`config.mk`:
```
export PLATFORM = sky130hd
export DESIGN_NAME = sa_cache_ctrl_flat
export DESIGN_NICKNAME = d
export VERILOG_FILES = /design/src/rtl/sa_cache_ctrl_if.sv /design/src/rtl/sa_cache_ctrl.sv /design/src/flat_wrapper.sv
export SDC_FILE = /design/constraint.sdc
export NUM_CORES = 1
export LEC_CHECK = 0
export CAP_MARGIN = 0
export CELL_PAD_IN_SITES_DETAIL_PLACEMENT = 0
export CELL_PAD_IN_SITES_GLOBAL_PLACEMENT = 1
export CORE_ASPECT_RATIO = 1.4
export CORE_MARGIN = 5
export CORE_UTILIZATION = 24
export CTS_CLUSTER_DIAMETER = 80
export DETAILED_ROUTE_END_ITERATION = 8
export PLACE_DENSITY = 0.49
export SYNTH_ARGS = -nofsm -noshare
export SYNTH_HDL_FRONTEND = slang
export SYNTH_SLANG_ARGS = --single-unit
```
`constraint.sdc`:
```
create_clock -name clk -period 4 [get_ports clk]
set_clock_uncertainty 0.1 [all_clocks]
set_input_delay 1.2 -clock clk [delete_from_list [all_inputs] [get_ports clk]]
set_output_delay 1.2 -clock clk [all_outputs]
set_load 0.05 [all_outputs]
```
`src/rtl/sa_cache_ctrl_if.sv`:
```
// CPU, tag/data array and memory signals of the set-associative cache controller.
// slave: the controller itself; master: the CPU/array/memory side driving it.
interface sa_cache_ctrl_if #(
   parameter int IDX_W  = 4,
   parameter int BEAT_W = 2
);
   logic              cpu_req_valid;
   logic              cpu_req_we;
   logic [IDX_W-1:0]  cpu_req_idx;
   logic              cpu_req_ready;
   logic              cpu_resp_valid;
   logic              arr_rd;
   logic [IDX_W-1:0]  arr_idx;
   logic [3:0]        tag_hit;
   logic [3:0]        way_valid;
   logic [3:0]        way_dirty;
   logic [1:0]        arr_way;
   logic [BEAT_W-1:0] arr_beat;
   logic              arr_data_we;
   logic              arr_tag_we;
   logic              arr_dirty_set;
   logic              mem_req_valid;
   logic              mem_req_we;
   logic              mem_req_ready;
   logic              mem_wvalid;
   logic              mem_wready;
   logic              mem_rvalid;
   logic              err_multihit;

   modport slave (
      input  cpu_req_valid, cpu_req_we, cpu_req_idx, tag_hit, way_valid, way_dirty,
             mem_req_ready, mem_wready, mem_rvalid,
      output cpu_req_ready, cpu_resp_valid, arr_rd, arr_idx, arr_way, arr_beat,
             arr_data_we, arr_tag_we, arr_dirty_set, mem_req_valid, mem_req_we,
             mem_wvalid, err_multihit
   );

   modport master (
      output cpu_req_valid, cpu_req_we, cpu_req_idx, tag_hit, way_valid, way_dirty,
             mem_req_ready, mem_wready, mem_rvalid,
      input  cpu_req_ready, cpu_resp_valid, arr_rd, arr_idx, arr_way, arr_beat,
             arr_data_we, arr_tag_we, arr_dirty_set, mem_req_valid, mem_req_we,
             mem_wvalid, err_multihit
   );
endinterface

```
`src/rtl/sa_cache_ctrl.sv`:
```
// 4-way cache sequencer: lookup, victim select (invalid first, else tree-PLRU), writeback, refill, replay.
// Hit: accept->resp 2 cycles; miss adds writeback/refill time set by memory handshakes.
// One request in flight: cpu_req_ready only in IDLE; memory phases stall on mem_req_ready/mem_wready/mem_rvalid.
module sa_cache_ctrl #(
   parameter int IDX_W = 4,
   parameter int BEATS = 4
) (
   input  logic             clk,
   input  logic             rst,
   sa_cache_ctrl_if.slave   bus
);
   localparam int SETS   = 1 << IDX_W;
   localparam int BEAT_W = $clog2(BEATS);

   typedef enum logic [2:0] {
      IDLE, LOOKUP, WB_REQ, WB_DATA, RF_REQ, RF_DATA, RESP
   } state_t;

   state_t            state_q, state_d;
   logic [IDX_W-1:0]  idx_q;
   logic              we_q;
   logic [1:0]        way_q, way_d;
   logic [BEAT_W-1:0] beat_q, beat_d;
   logic [2:0]        plru_q [SETS];
   logic              err_q;

   logic              plru_upd;
   logic              multihit;
   logic [2:0]        plru_cur, plru_next;
   logic [1:0]        hit_way, inv_way, plru_vict, victim;
   logic              victim_dirty;
   logic              last_beat;

   function automatic logic [1:0] lowest(input logic [3:0] v);
      if (v[0])      return 2'd0;
      else if (v[1]) return 2'd1;
      else if (v[2]) return 2'd2;
      else           return 2'd3;
   endfunction

   always_comb begin
      plru_cur     = plru_q[idx_q];
      hit_way      = lowest(bus.tag_hit);
      inv_way      = lowest(~bus.way_valid);
      // b0 picks the pair, then b1 (ways 0/1) or b2 (ways 2/3) picks within it
      plru_vict    = {plru_cur[0], plru_cur[0] ? plru_cur[2] : plru_cur[1]};
      victim       = (&bus.way_valid) ? plru_vict : inv_way;
      victim_dirty = bus.way_valid[victim] & bus.way_dirty[victim];
      last_beat    = (beat_q == BEAT_W'(BEATS - 1));
      plru_next    = plru_cur;
      plru_next[0] = ~hit_way[1];
      if (!hit_way[1]) plru_next[1] = ~hit_way[0];
      else             plru_next[2] = ~hit_way[0];
   end

   always_comb begin
      state_d            = state_q;
      way_d              = way_q;
      beat_d             = beat_q;
      plru_upd           = 1'b0;
      multihit           = 1'b0;
      bus.cpu_req_ready  = 1'b0;
      bus.cpu_resp_valid = 1'b0;
      bus.arr_rd         = 1'b0;
      bus.arr_idx        = idx_q;
      bus.arr_way        = way_q;
      bus.arr_beat       = beat_q;
      bus.arr_data_we    = 1'b0;
      bus.arr_tag_we     = 1'b0;
      bus.arr_dirty_set  = 1'b0;
      bus.mem_req_valid  = 1'b0;
      bus.mem_req_we     = 1'b0;
      bus.mem_wvalid     = 1'b0;
      case (state_q)
         IDLE: begin
            bus.cpu_req_ready = 1'b1;
            if (bus.cpu_req_valid) begin
               bus.arr_rd  = 1'b1;
               bus.arr_idx = bus.cpu_req_idx;
               state_d     = LOOKUP;
            end
         end
         LOOKUP: begin
            if (|bus.tag_hit) begin
               bus.arr_way       = hit_way;
               way_d             = hit_way;
               plru_upd          = 1'b1;
               bus.arr_data_we   = we_q;
               bus.arr_dirty_set = we_q;
               multihit          = (bus.tag_hit & (bus.tag_hit - 4'd1)) != 4'd0;
               state_d           = RESP;
            end else begin
               bus.arr_way = victim;
               way_d       = victim;
               state_d     = victim_dirty ? WB_REQ : RF_REQ;
            end
         end
         WB_REQ: begin
            bus.mem_req_valid = 1'b1;
            bus.mem_req_we    = 1'b1;
            if (bus.mem_req_ready) begin
               state_d = WB_DATA;
               beat_d  = '0;
            end
         end
         WB_DATA: begin
            bus.mem_wvalid = 1'b1;
            if (bus.mem_wready) begin
               beat_d = beat_q + 1'b1;
               if (last_beat) state_d = RF_REQ;
            end
         end
         RF_REQ: begin
            bus.mem_req_valid = 1'b1;
            if (bus.mem_req_ready) begin
               state_d = RF_DATA;
               beat_d  = '0;
            end
         end
         RF_DATA: begin
            if (bus.mem_rvalid) begin
               bus.arr_data_we = 1'b1;
               beat_d          = beat_q + 1'b1;
               if (last_beat) begin
                  // replay the lookup so the refilled way is taken as a normal hit
                  bus.arr_tag_we = 1'b1;
                  bus.arr_rd     = 1'b1;
                  state_d        = LOOKUP;
               end
            end
         end
         RESP: begin
            bus.cpu_resp_valid = 1'b1;
            state_d            = IDLE;
         end
         default: state_d = IDLE;
      endcase
   end

   assign bus.err_multihit = err_q;

   always_ff @(posedge clk or negedge rst) begin
      if (!rst) begin
         state_q <= IDLE;
         idx_q   <= '0;
         we_q    <= 1'b0;
         way_q   <= 2'd0;
         beat_q  <= '0;
         err_q   <= 1'b0;
         for (int s = 0; s < SETS; s++) plru_q[s] <= 3'b000;
      end else begin
         state_q <= state_d;
         way_q   <= way_d;
         beat_q  <= beat_d;
         if (state_q == IDLE && bus.cpu_req_valid) begin
            idx_q <= bus.cpu_req_idx;
            we_q  <= bus.cpu_req_we;
         end
         if (multihit) err_q <= 1'b1;
         if (plru_upd) plru_q[idx_q] <= plru_next;
      end
   end
endmodule

```
`src/flat_wrapper.sv`:
```
// flat-port wrapper written by rule: the top's interface ports become plain ports
module sa_cache_ctrl_flat 
#(
   parameter int IDX_W = 4,
   parameter int BEATS = 4
)
  (clk, rst, bus_cpu_req_valid, bus_cpu_req_we, bus_cpu_req_idx, bus_tag_hit, bus_way_valid, bus_way_dirty, bus_mem_req_ready, bus_mem_wready, bus_mem_rvalid, bus_cpu_req_ready, bus_cpu_resp_valid, bus_arr_rd, bus_arr_idx, bus_arr_way, bus_arr_beat, bus_arr_data_we, bus_arr_tag_we, bus_arr_dirty_set, bus_mem_req_valid, bus_mem_req_we, bus_mem_wvalid, bus_err_multihit);
  sa_cache_ctrl_if #(.IDX_W(IDX_W), .BEAT_W((2))) bus_i ();
  input  logic clk;
  input  logic rst;
  input wire logic [$bits(bus_i.cpu_req_valid)-1:0] bus_cpu_req_valid;
  input wire logic [$bits(bus_i.cpu_req_we)-1:0] bus_cpu_req_we;
  input wire logic [$bits(bus_i.cpu_req_idx)-1:0] bus_cpu_req_idx;
  input wire logic [$bits(bus_i.tag_hit)-1:0] bus_tag_hit;
  input wire logic [$bits(bus_i.way_valid)-1:0] bus_way_valid;
  input wire logic [$bits(bus_i.way_dirty)-1:0] bus_way_dirty;
  input wire logic [$bits(bus_i.mem_req_ready)-1:0] bus_mem_req_ready;
  input wire logic [$bits(bus_i.mem_wready)-1:0] bus_mem_wready;
  input wire logic [$bits(bus_i.mem_rvalid)-1:0] bus_mem_rvalid;
  output wire logic [$bits(bus_i.cpu_req_ready)-1:0] bus_cpu_req_ready;
  output wire logic [$bits(bus_i.cpu_resp_valid)-1:0] bus_cpu_resp_valid;
  output wire logic [$bits(bus_i.arr_rd)-1:0] bus_arr_rd;
  output wire logic [$bits(bus_i.arr_idx)-1:0] bus_arr_idx;
  output wire logic [$bits(bus_i.arr_way)-1:0] bus_arr_way;
  output wire logic [$bits(bus_i.arr_beat)-1:0] bus_arr_beat;
  output wire logic [$bits(bus_i.arr_data_we)-1:0] bus_arr_data_we;
  output wire logic [$bits(bus_i.arr_tag_we)-1:0] bus_arr_tag_we;
  output wire logic [$bits(bus_i.arr_dirty_set)-1:0] bus_arr_dirty_set;
  output wire logic [$bits(bus_i.mem_req_valid)-1:0] bus_mem_req_valid;
  output wire logic [$bits(bus_i.mem_req_we)-1:0] bus_mem_req_we;
  output wire logic [$bits(bus_i.mem_wvalid)-1:0] bus_mem_wvalid;
  output wire logic [$bits(bus_i.err_multihit)-1:0] bus_err_multihit;
  assign bus_i.cpu_req_valid = bus_cpu_req_valid;
  assign bus_i.cpu_req_we = bus_cpu_req_we;
  assign bus_i.cpu_req_idx = bus_cpu_req_idx;
  assign bus_i.tag_hit = bus_tag_hit;
  assign bus_i.way_valid = bus_way_valid;
  assign bus_i.way_dirty = bus_way_dirty;
  assign bus_i.mem_req_ready = bus_mem_req_ready;
  assign bus_i.mem_wready = bus_mem_wready;
  assign bus_i.mem_rvalid = bus_mem_rvalid;
  assign bus_cpu_req_ready = bus_i.cpu_req_ready;
  assign bus_cpu_resp_valid = bus_i.cpu_resp_valid;
  assign bus_arr_rd = bus_i.arr_rd;
  assign bus_arr_idx = bus_i.arr_idx;
  assign bus_arr_way = bus_i.arr_way;
  assign bus_arr_beat = bus_i.arr_beat;
  assign bus_arr_data_we = bus_i.arr_data_we;
  assign bus_arr_tag_we = bus_i.arr_tag_we;
  assign bus_arr_dirty_set = bus_i.arr_dirty_set;
  assign bus_mem_req_valid = bus_i.mem_req_valid;
  assign bus_mem_req_we = bus_i.mem_req_we;
  assign bus_mem_wvalid = bus_i.mem_wvalid;
  assign bus_err_multihit = bus_i.err_multihit;
  sa_cache_ctrl #(.IDX_W(IDX_W), .BEATS(BEATS)) u_core (.clk(clk), .rst(rst), .bus(bus_i));
endmodule
```
# Yosys cells after proc, flatten, opt, wreduce, memory -nomap -nowiden
# Cells that the tools add are included.
[classes]
addsub = 2
order_cmp = 3
n_eq_ne = 15
mux = 56
n_bitwise = 6
reduce_logical = 10
[ops]
columns = ["cell", "count"]
rows = [
  ["$bwmux 48", 1],
  ["$mux 3", 12],
  ["$mux 1", 23],
  ["$mux 2", 10],
  ["$pmux 3 s6", 1],
  ["$bmux 3 s4", 1],
  ["$demux 3 s4", 1],
  ["$ne 2x2->1 const B", 5],
  ["$eq 3x3->1 const B", 3],
  ["$mux 4", 2],
  ["$reduce_and 4->1", 2],
  ["$reduce_and 7->1", 1],
  ["$eq 3x2->1 const B", 2],
  ["$ne 2x1->1 const B", 3],
  ["$pmux 2 s3", 1],
  ["$ge 5x5->1 const B", 1],
  ["$lt 5x1->1 const B", 1],
  ["$not 4->5", 1],
  ["$and 4x4->4", 1],
  ["$bmux 1 s2", 2],
  ["$pmux 1 s2", 2],
  ["$reduce_bool 4->1", 1],
  ["$reduce_or 4->1", 1],
  ["$sub 4x1->4 const B", 1],
  ["11 further kinds", 13],
]
[totals]
regBits = 61
elab_cells = 114

# Logic depth before layout (Yosys ltp)
# Gate-level depths: netlist of run 1.
[depth]
word_depth = 12
ltp_mapped = 9
ltp_nobuf = 7

# Least setup slack after synthesis of run 1
# OpenSTA, ideal clock, no wires.
[synth_path]
path_type = "register to output"
startpoint = "reg u_core.state_q[0]"
endpoint = "out bus_arr_idx[0]"
arrival_time_ns = 2.730
required_ns = 2.700
slack_ns = -0.030
stages_incl_launch_ff = 6
path_cell_list = "dfrtp_1 -> buf_2 -> nor3_1 -> and2_1 -> clkbuf_1 -> mux2_2"
[synth_via]
elab_chain_cells = 2
[synth_lines]
columns = ["item", "line", "source"]
rows = [
  ["start: declaration", "sa_cache_ctrl.sv:19", "state_t state_q, state_d;"],
  ["start signal: assignment", "sa_cache_ctrl.sv:152", "state_q <= state_d;"],
  ["$logic_not 3->1", "sa_cache_ctrl.sv:74", "case (state_q)"],
  ["$mux 4", "sa_cache_ctrl.sv:74", ""],
  ["end: declaration", "flat_wrapper.sv:23", "output wire logic [$bits(bus_i.arr_idx)-1:0] bus_arr_idx;"],
]
# Every way passes these cells.

# Final worst setup path of run 1
[layout_path]
startpoint = "in bus_tag_hit[1]"
endpoint = "out bus_arr_data_we"
[layout_via]
elab_chain_cells = 3
[layout_lines]
columns = ["item", "line", "source"]
rows = [
  ["start: declaration", "flat_wrapper.sv:14", "input wire logic [$bits(bus_i.tag_hit)-1:0] bus_tag_hit;"],
  ["$reduce_or 4->1", "sa_cache_ctrl.sv:84", "if (|bus.tag_hit) begin"],
  ["$mux 1", "sa_cache_ctrl.sv:84", ""],
  ["$pmux 1 s2", "sa_cache_ctrl.sv:74", ""],
  ["end: declaration", "flat_wrapper.sv:26", "output wire logic [$bits(bus_i.arr_data_we)-1:0] bus_arr_data_we;"],
]
# Every way passes these cells.

==> results by group, run 1 <==
Die
  • Core Area: 0.0133 sq mm
  • I/O Pins: 41
  • Standard-cell row count: 50
  • Die Height: 147 microns
  • Die ar.: 0.0159 sq mm
  • Die X: 108 microns
  • Starting Density: 24.3%

CTS
  • CTS Hold Bufs: 0
  • CTS buffer count: 9
  • CTS clk-pin slew, worst paths: 0.05 ns
  • Max clock buf depth: 2
  • H-tree levels: 3
  • Skew-Pair Late Insertion Delay: 0.33 ns
  • TritonCTS clock tree: built
  • Clock sink count: 61
  • Root cell of the clock tree: clkbuf_16

STA
  • Final hold violations: 0
  • RSZ-0062 raised after global routing: false
  • WHS: 0.376 ns
  • TNS Setup: 0 ns
  • Final Slew Violations: 0
  • Slew HR: 60.3%
  • Maximum clock rate: 254 MHz
  • Final setup viols: 0
  • Tmin final: 3.94 ns
  • Worst Max-Slew Pin Slew: 0.595 ns
  • Post-route setup slack: 0.0586 ns
  • Final period utilization: 98.5%

Finish
  • Number of non-filler instances in the completed layout: 527
  • Final Core Density: 32.8%
  • Fin nets: 365
  • Fill cells: 1357
  • Design area: 0.00435 sq mm
  • Commonest cells after routing, fill and taps aside: dfrtp_1 (59), mux2_2 (49), buf_4 (31)
  • Antenna diode count: 0
  • Area grow syn2layout: 35.2%
  • Share of post-route cells with drive strength above 1: 37.4%
  • Commonest non-fill, non-tap cell in the layout: dfrtp_1

Power and ir drop
  • Total power: 3.62 mW
  • Part of the power in the clock network: 21.6%
  • Peak VDD IR: 0.278 mV
  • Leak: 1.90 nW
  • Net switching power: 1.40 mW
  • Sequential fraction of design power: 30.3%
  • Switching Fraction: 38.7%
  • Pint: 2.22 mW
  • Comb power frac: 48.1%
  • Pwr per Cell Area: 831 mW/mm^2

Detailed routing
  • TritonRoute pass-1 iters: 4
  • DR WL/cell: 16.1 microns
  • Via density per instance: 4.47
  • Final wirelength: 8.49 mm
  • Starting DRT DRC Count: 64
  • Detail Route Antenna Nets: 0
  • DRC violations left: 0
  • DR vias: 2356

Yosys
  • Ys async rst share: 100%
  • Post-synth EDFFs: 0
  • Synthesized net count: 304
  • Count of cell types in the netlist: 50
  • YS warnings: 0
  • Synth Flop Type: dfrtp_1
  • Cell area after synthesis: 0.00322 sq mm
  • Register bit total from synthesis: 61
  • Gate Count Post-Synth: 280
  • Register area share after synthesis: 47.4%
  • Mapped Avg Cell Area: 11.5 sq um

Global routing
  • Largest net degree at the start of global routing: 26
  • Total global routing overflow: 0
  • Vias in the first global route: 2482
  • First-pass GRT wire length: 13.6 mm
  • Gr usage total: 11.2%
  • Initial antenna violation count: 0

Run
  • Max cap viols: 0

Setup path
  • Worst setup SP type: input pin
  • WP data arrival: 2.64 ns
  • CP max FO: 2
  • CP Capture Type: primary output
  • Worst Setup Path Type: input pin to primary output
  • Required @ worst endpoint: 2.70 ns

Place
  • GPL Wtd Cong: 0.800
  • Placed cell areas: 0.00399 sq mm
  • Dpl hpwl: 6.55 mm
  • Dpl cells: 511
  • Number of I/O port buffers: 40
  • Post-Place Setup Slack: -0.165 ns

Hold path
  • Hold Path Class: register to register

Status
  • Status: finished, final reports clean
[layer usage]
layer	share of wire, %	wire length, microns	GRT usage [%]
met2	52	4420	19.2
met3	3.5	295	2.46
met5	0	0	0
met4	2.4	204	5.31
met1	42	3570	13.2
[critical path: stages]
cell and delay (ns):
clkdlybuf4s50_1 0.42, or2_4 0.27, nor3_4 0.14, nor2_2 0.08, and2_1 0.16, a31o_2 0.23
buf_8 0.15
[power by group through the flow]
stage / Clock (mW) / Combinational (mW) / Sequential (mW)
after floorplan: 0 / 1.24 / 1.01
after global placement: 0 / 1.72 / 1.10
after detailed placement: 0 / 1.72 / 1.11
after CTS: 0.804 / 1.73 / 1.10
after global routing: 0.830 / 1.90 / 1.14
final: 0.781 / 1.74 / 1.10
[registers in the layout (all words and copies together), names as in the netlist]
| name | count |
|---|---|
| u_core.plru_q | 48 |
| u_core.we_q | 1 |
| u_core.bus.arr_beat | 2 |
| u_core.way_q | 2 |
| u_core.state_q | 3 |
| u_core.idx_q | 4 |
| u_core.bus.err_multihit | 1 |
[timing repair]
item / 4_1_cts / 5_1_grt
endpoints found under the setup margin: 4 / 3
buffers inserted: 0 / 2
gates cloned: 0 / 0
resized for setup: 6 / 10
pin swaps: 1 / 2
[Yosys cell counts, drive strengths merged, types with 2 or more instances]
master	n	area share [%]
a21o	3	0.70
a21oi	10	1.6
a22oi	3	0.70
a31oi	2	0.39
and2	3	0.58
and3	2	0.39
buf	8	1.6
clkbuf	9	1.0
dfrtp	61	47
inv	3	0.35
mux2	50	17
mux2i	5	1.6
mux4	10	7.0
nand2	31	3.7
nand2b	3	0.58
nand3	9	1.4
nand3b	3	0.70
nor2	18	2.1
nor2b	3	0.58
nor3	9	1.6
nor3b	3	1.0
o21ai	9	1.4
or2	2	0.39
[path summary, 6_finish.rpt]
check / start / endpoint / slack, ns / cells after the start
hold reg to reg: u_core.plru_q[33] / u_core.plru_q[33] / 0.38 / 2
max in group asynchronous: rst / u_core.idx_q[3] / 2.28 / 2
min in group asynchronous: rst / u_core.plru_q[16] / 0.78 / 1
setup reg to reg: u_core.state_q[1] / u_core.plru_q[14] / 1.28 / 6
setup / recovery: bus_tag_hit[1] / bus_arr_data_we / 0.06 / 7
hold / removal: u_core.plru_q[33] / u_core.plru_q[33] / 0.38 / 2
[kinds of logic after synthesis]
family                     synth area share [%]
muxes                                      26.0
AOI/OAI and AO/OA                          8.09
adders and majority gates                 0.389
buffers and inverters                      2.99
and+or+nand+nor                            14.5
xor gates and xnor gates                  0.544
DFF                                        47.4
[layout make-up]
class                   instances  area, sq um  area share [%]
clock buffers                  11          253            5.81
clock inverters                 4         47.5            1.09
inverters                       3         11.3           0.259
well taps                     182          228            5.23
repair buffers                 67          646            14.8
flip-flops and latches         61         1530            35.2
multi-input cells             199         1630            37.6
No activity file was read; power rests on OpenSTA's default activity.
==> run 2, diff against run 1 <==
CAP_MARGIN = 20   (was 0)
==> results of run 2 <==
No change in the layout: final DEF, timing and power equal those of run 1.
==> run 3, diff against run 2 <==
clock period = 5 ns   (was 4 ns; I/O delays follow)
==> results by group, run 3 (synthesis gave the netlist of run 1 again) <==
Status
  • Status: finished, final reports clean

Setup path
  • Crit path max-delay family: buffers and inverters
  • WP data arrival: 3.17 ns (+0.53 ns)
  • Worst-path cell chain: clkdlybuf4s50_1, or2_2, nor3_1, buf_4, nor2_1, and2_1, a31o_2, buf_4
  • Slowest CP cell: clkdlybuf4s50_1
  • WP buf/inv: 3 (+1)
  • CP max FO: 4 (+2)
  • Max stage delay on crit path: 0.42 ns (about the same)
  • CP dominant cell by count: buf_4
  • Worst setup SP type: input pin
  • Required @ worst endpoint: 3.40 ns (+0.70 ns)
  • Worst Setup Path Type: input pin to primary output
  • CP Capture Type: primary output

Finish
  • Top Registers: u_core.plru_q x48, u_core.idx_q x4, u_core.state_q x3
  • Largest register FFs: 48 (unchanged)
  • Design area: 0.00413 sq mm (-5.1%)
  • Commonest cells after routing, fill and taps aside: dfrtp_1 (60), mux2_2 (49), nand2_1 (30)
  • Commonest non-fill, non-tap cell in the layout: dfrtp_1
  • Largest Register: u_core.plru_q
  • Area grow syn2layout: 28.3%
  • Fin nets: 350 (-4.1%)
  • Antenna diode count: 0 (unchanged)
  • Final Core Density: 31.1% (-1.7 points)
  • Share of post-route cells with drive strength above 1: 31.3% (-6.1 points)

CTS
  • TritonCTS clock tree: built
  • Clock sink count: 61 (unchanged)
  • Skew-Pair Late Insertion Delay: 0.32 ns (about the same)
  • CTS clk-pin slew, worst paths: 0.05 ns (about the same)
  • Max clock buf depth: 2 (unchanged)
  • H-tree levels: 3 (unchanged)
  • Root cell of the clock tree: clkbuf_16
  • CTS buffer count: 9 (unchanged)
  • Postcts setup bufs: 0 (unchanged)

Detailed routing
  • DR vias: 2289 (-2.8%)
  • Final wirelength: 8.37 mm (-1.4%)
  • Starting DRT DRC Count: 78 (+22%)
  • Via density per instance: 4.48 (+0.20%)
  • Detail Route Antenna Nets: 0 (unchanged)
  • DR WL/cell: 16.4 microns (+1.6%)
  • TritonRoute pass-1 iters: 4 (unchanged)
  • DRC violations left: 0 (unchanged)

STA
  • Final period utilization: 95.4%
  • RSZ-0062 raised after global routing: false
  • Final hold violations: 0 (unchanged)
  • Final Slew Violations: 0 (unchanged)
  • Worst Max-Slew Pin Slew: 0.920 ns (+0.325 ns)
  • WHS: 0.364 ns (-0.0118 ns)
  • Final setup viols: 0 (unchanged)
  • Slew HR: 38.7% (-22 points)
  • TNS Setup: 0 ns (unchanged)
  • Tmin final: 4.77 ns
  • Maximum clock rate: 210 MHz

Place
  • GPL Wtd Cong: 0.741 (-7.4%)
  • Dpl hpwl: 6.35 mm (-3.0%)
  • Placed cell areas: 0.00385 sq mm (-3.7%)
  • Number of I/O port buffers: 40 (unchanged)

Die
  • Standard-cell row count: 50 (unchanged)
  • Die ar.: 0.0159 sq mm (unchanged)
  • Die Height: 147 microns (unchanged)
  • Core Area: 0.0133 sq mm (unchanged)
  • Starting Density: 24.3% (unchanged)
  • Die X: 108 microns (unchanged)
  • I/O Pins: 41 (unchanged)

Global routing
  • Total global routing overflow: 0 (unchanged)
  • Vias in the first global route: 2503 (+0.85%)
  • Initial antenna violation count: 0 (unchanged)
  • Largest net degree at the start of global routing: 42 (+62%)
  • Gr usage total: 11.3% (+0.10 points)
  • First-pass GRT wire length: 13.7 mm (+0.76%)

Power and ir drop
  • Peak VDD IR: 0.183 mV (-34%)
  • Pwr per Cell Area: 665 mW/mm^2 (-20%)
  • Leak: 1.79 nW (-5.9%)
  • Total power: 2.75 mW (-24%)

Hold path
  • Hold Path Class: register to register

Run
  • Max cap viols: 0 (unchanged)
[run 3: changes by cell type in the layout (fill, tap and decap cells not counted), moves of 2 or more]
cell | previous run | this run
buf_4 | 31 | 20
buf_12 | 5 | 2
nor3_1 | 6 | 8
nor2_2 | 2 | 0
nor2_1 | 16 | 18
clkbuf_1 | 0 | 2
[run 3: metrics by stage]
step / cells / setup WS (ns)
2_1_floorplan: 280 / 0.478
3_3_place_gp: 497 / 0.215
5_1_grt: 511 / 0.0960
4_1_cts: 511 / 0.139
3_5_place_dp: 497 / 0.204
6_report: 511 / 0.232
[run 3: final cells by class]
type	instances	area [sq um]
fillers	1383	9130
clock buffers	12	246
flip-flops and latches	61	1530
clock inverters	2	35.0
inverters	3	11.3
well taps	182	228
repair buffers	52	485
multi-input cells	199	1600
[run 3: metal layers]
| layer | share of wire [%] | GRT usage [%] | vias to the layer above | wire [microns] |
|---|---|---|---|---|
| met1 | 41 | 12.6 | 1124 | 3450 |
| met5 | 0 | 0 | - | 0 |
| met3 | 3.5 | 2.24 | 8 | 290 |
| met2 | 53 | 20.5 | 39 | 4470 |
| met4 | 1.8 | 5.12 | 0 | 153 |
| li1 | - | - | 1118 | - |
[run 3: path summary, 6_finish.rpt]
check                                        start                       to  slack [ns]  cells past startpoint
setup / recovery                    bus_tag_hit[1]          bus_arr_data_we        0.23                      8
hold / removal             u_core.bus.err_multihit  u_core.bus.err_multihit        0.36                      1
setup reg to reg                 u_core.state_q[0]        u_core.plru_q[14]        2.22                      6
hold reg to reg            u_core.bus.err_multihit  u_core.bus.err_multihit        0.36                      1
max in group asynchronous                      rst          u_core.idx_q[0]        2.72                      2
min in group asynchronous                      rst        u_core.plru_q[37]        1.22                      1
[run 3: repair_timing]
action / 4_1_cts / 5_1_grt
hold buffers: 0 / 0
hold endpoints to repair: 0 / 0
setup endpoints to repair: 0 / 1
resized for setup: 0 / 1
[run 3: power breakdown]
part / switching (mW) / internal (mW) / leakage, nW
logic: 0.639 / 0.565 / 0.857
clock network: 0.200 / 0.392 / 0.139
registers: 0.248 / 0.703 / 0.792
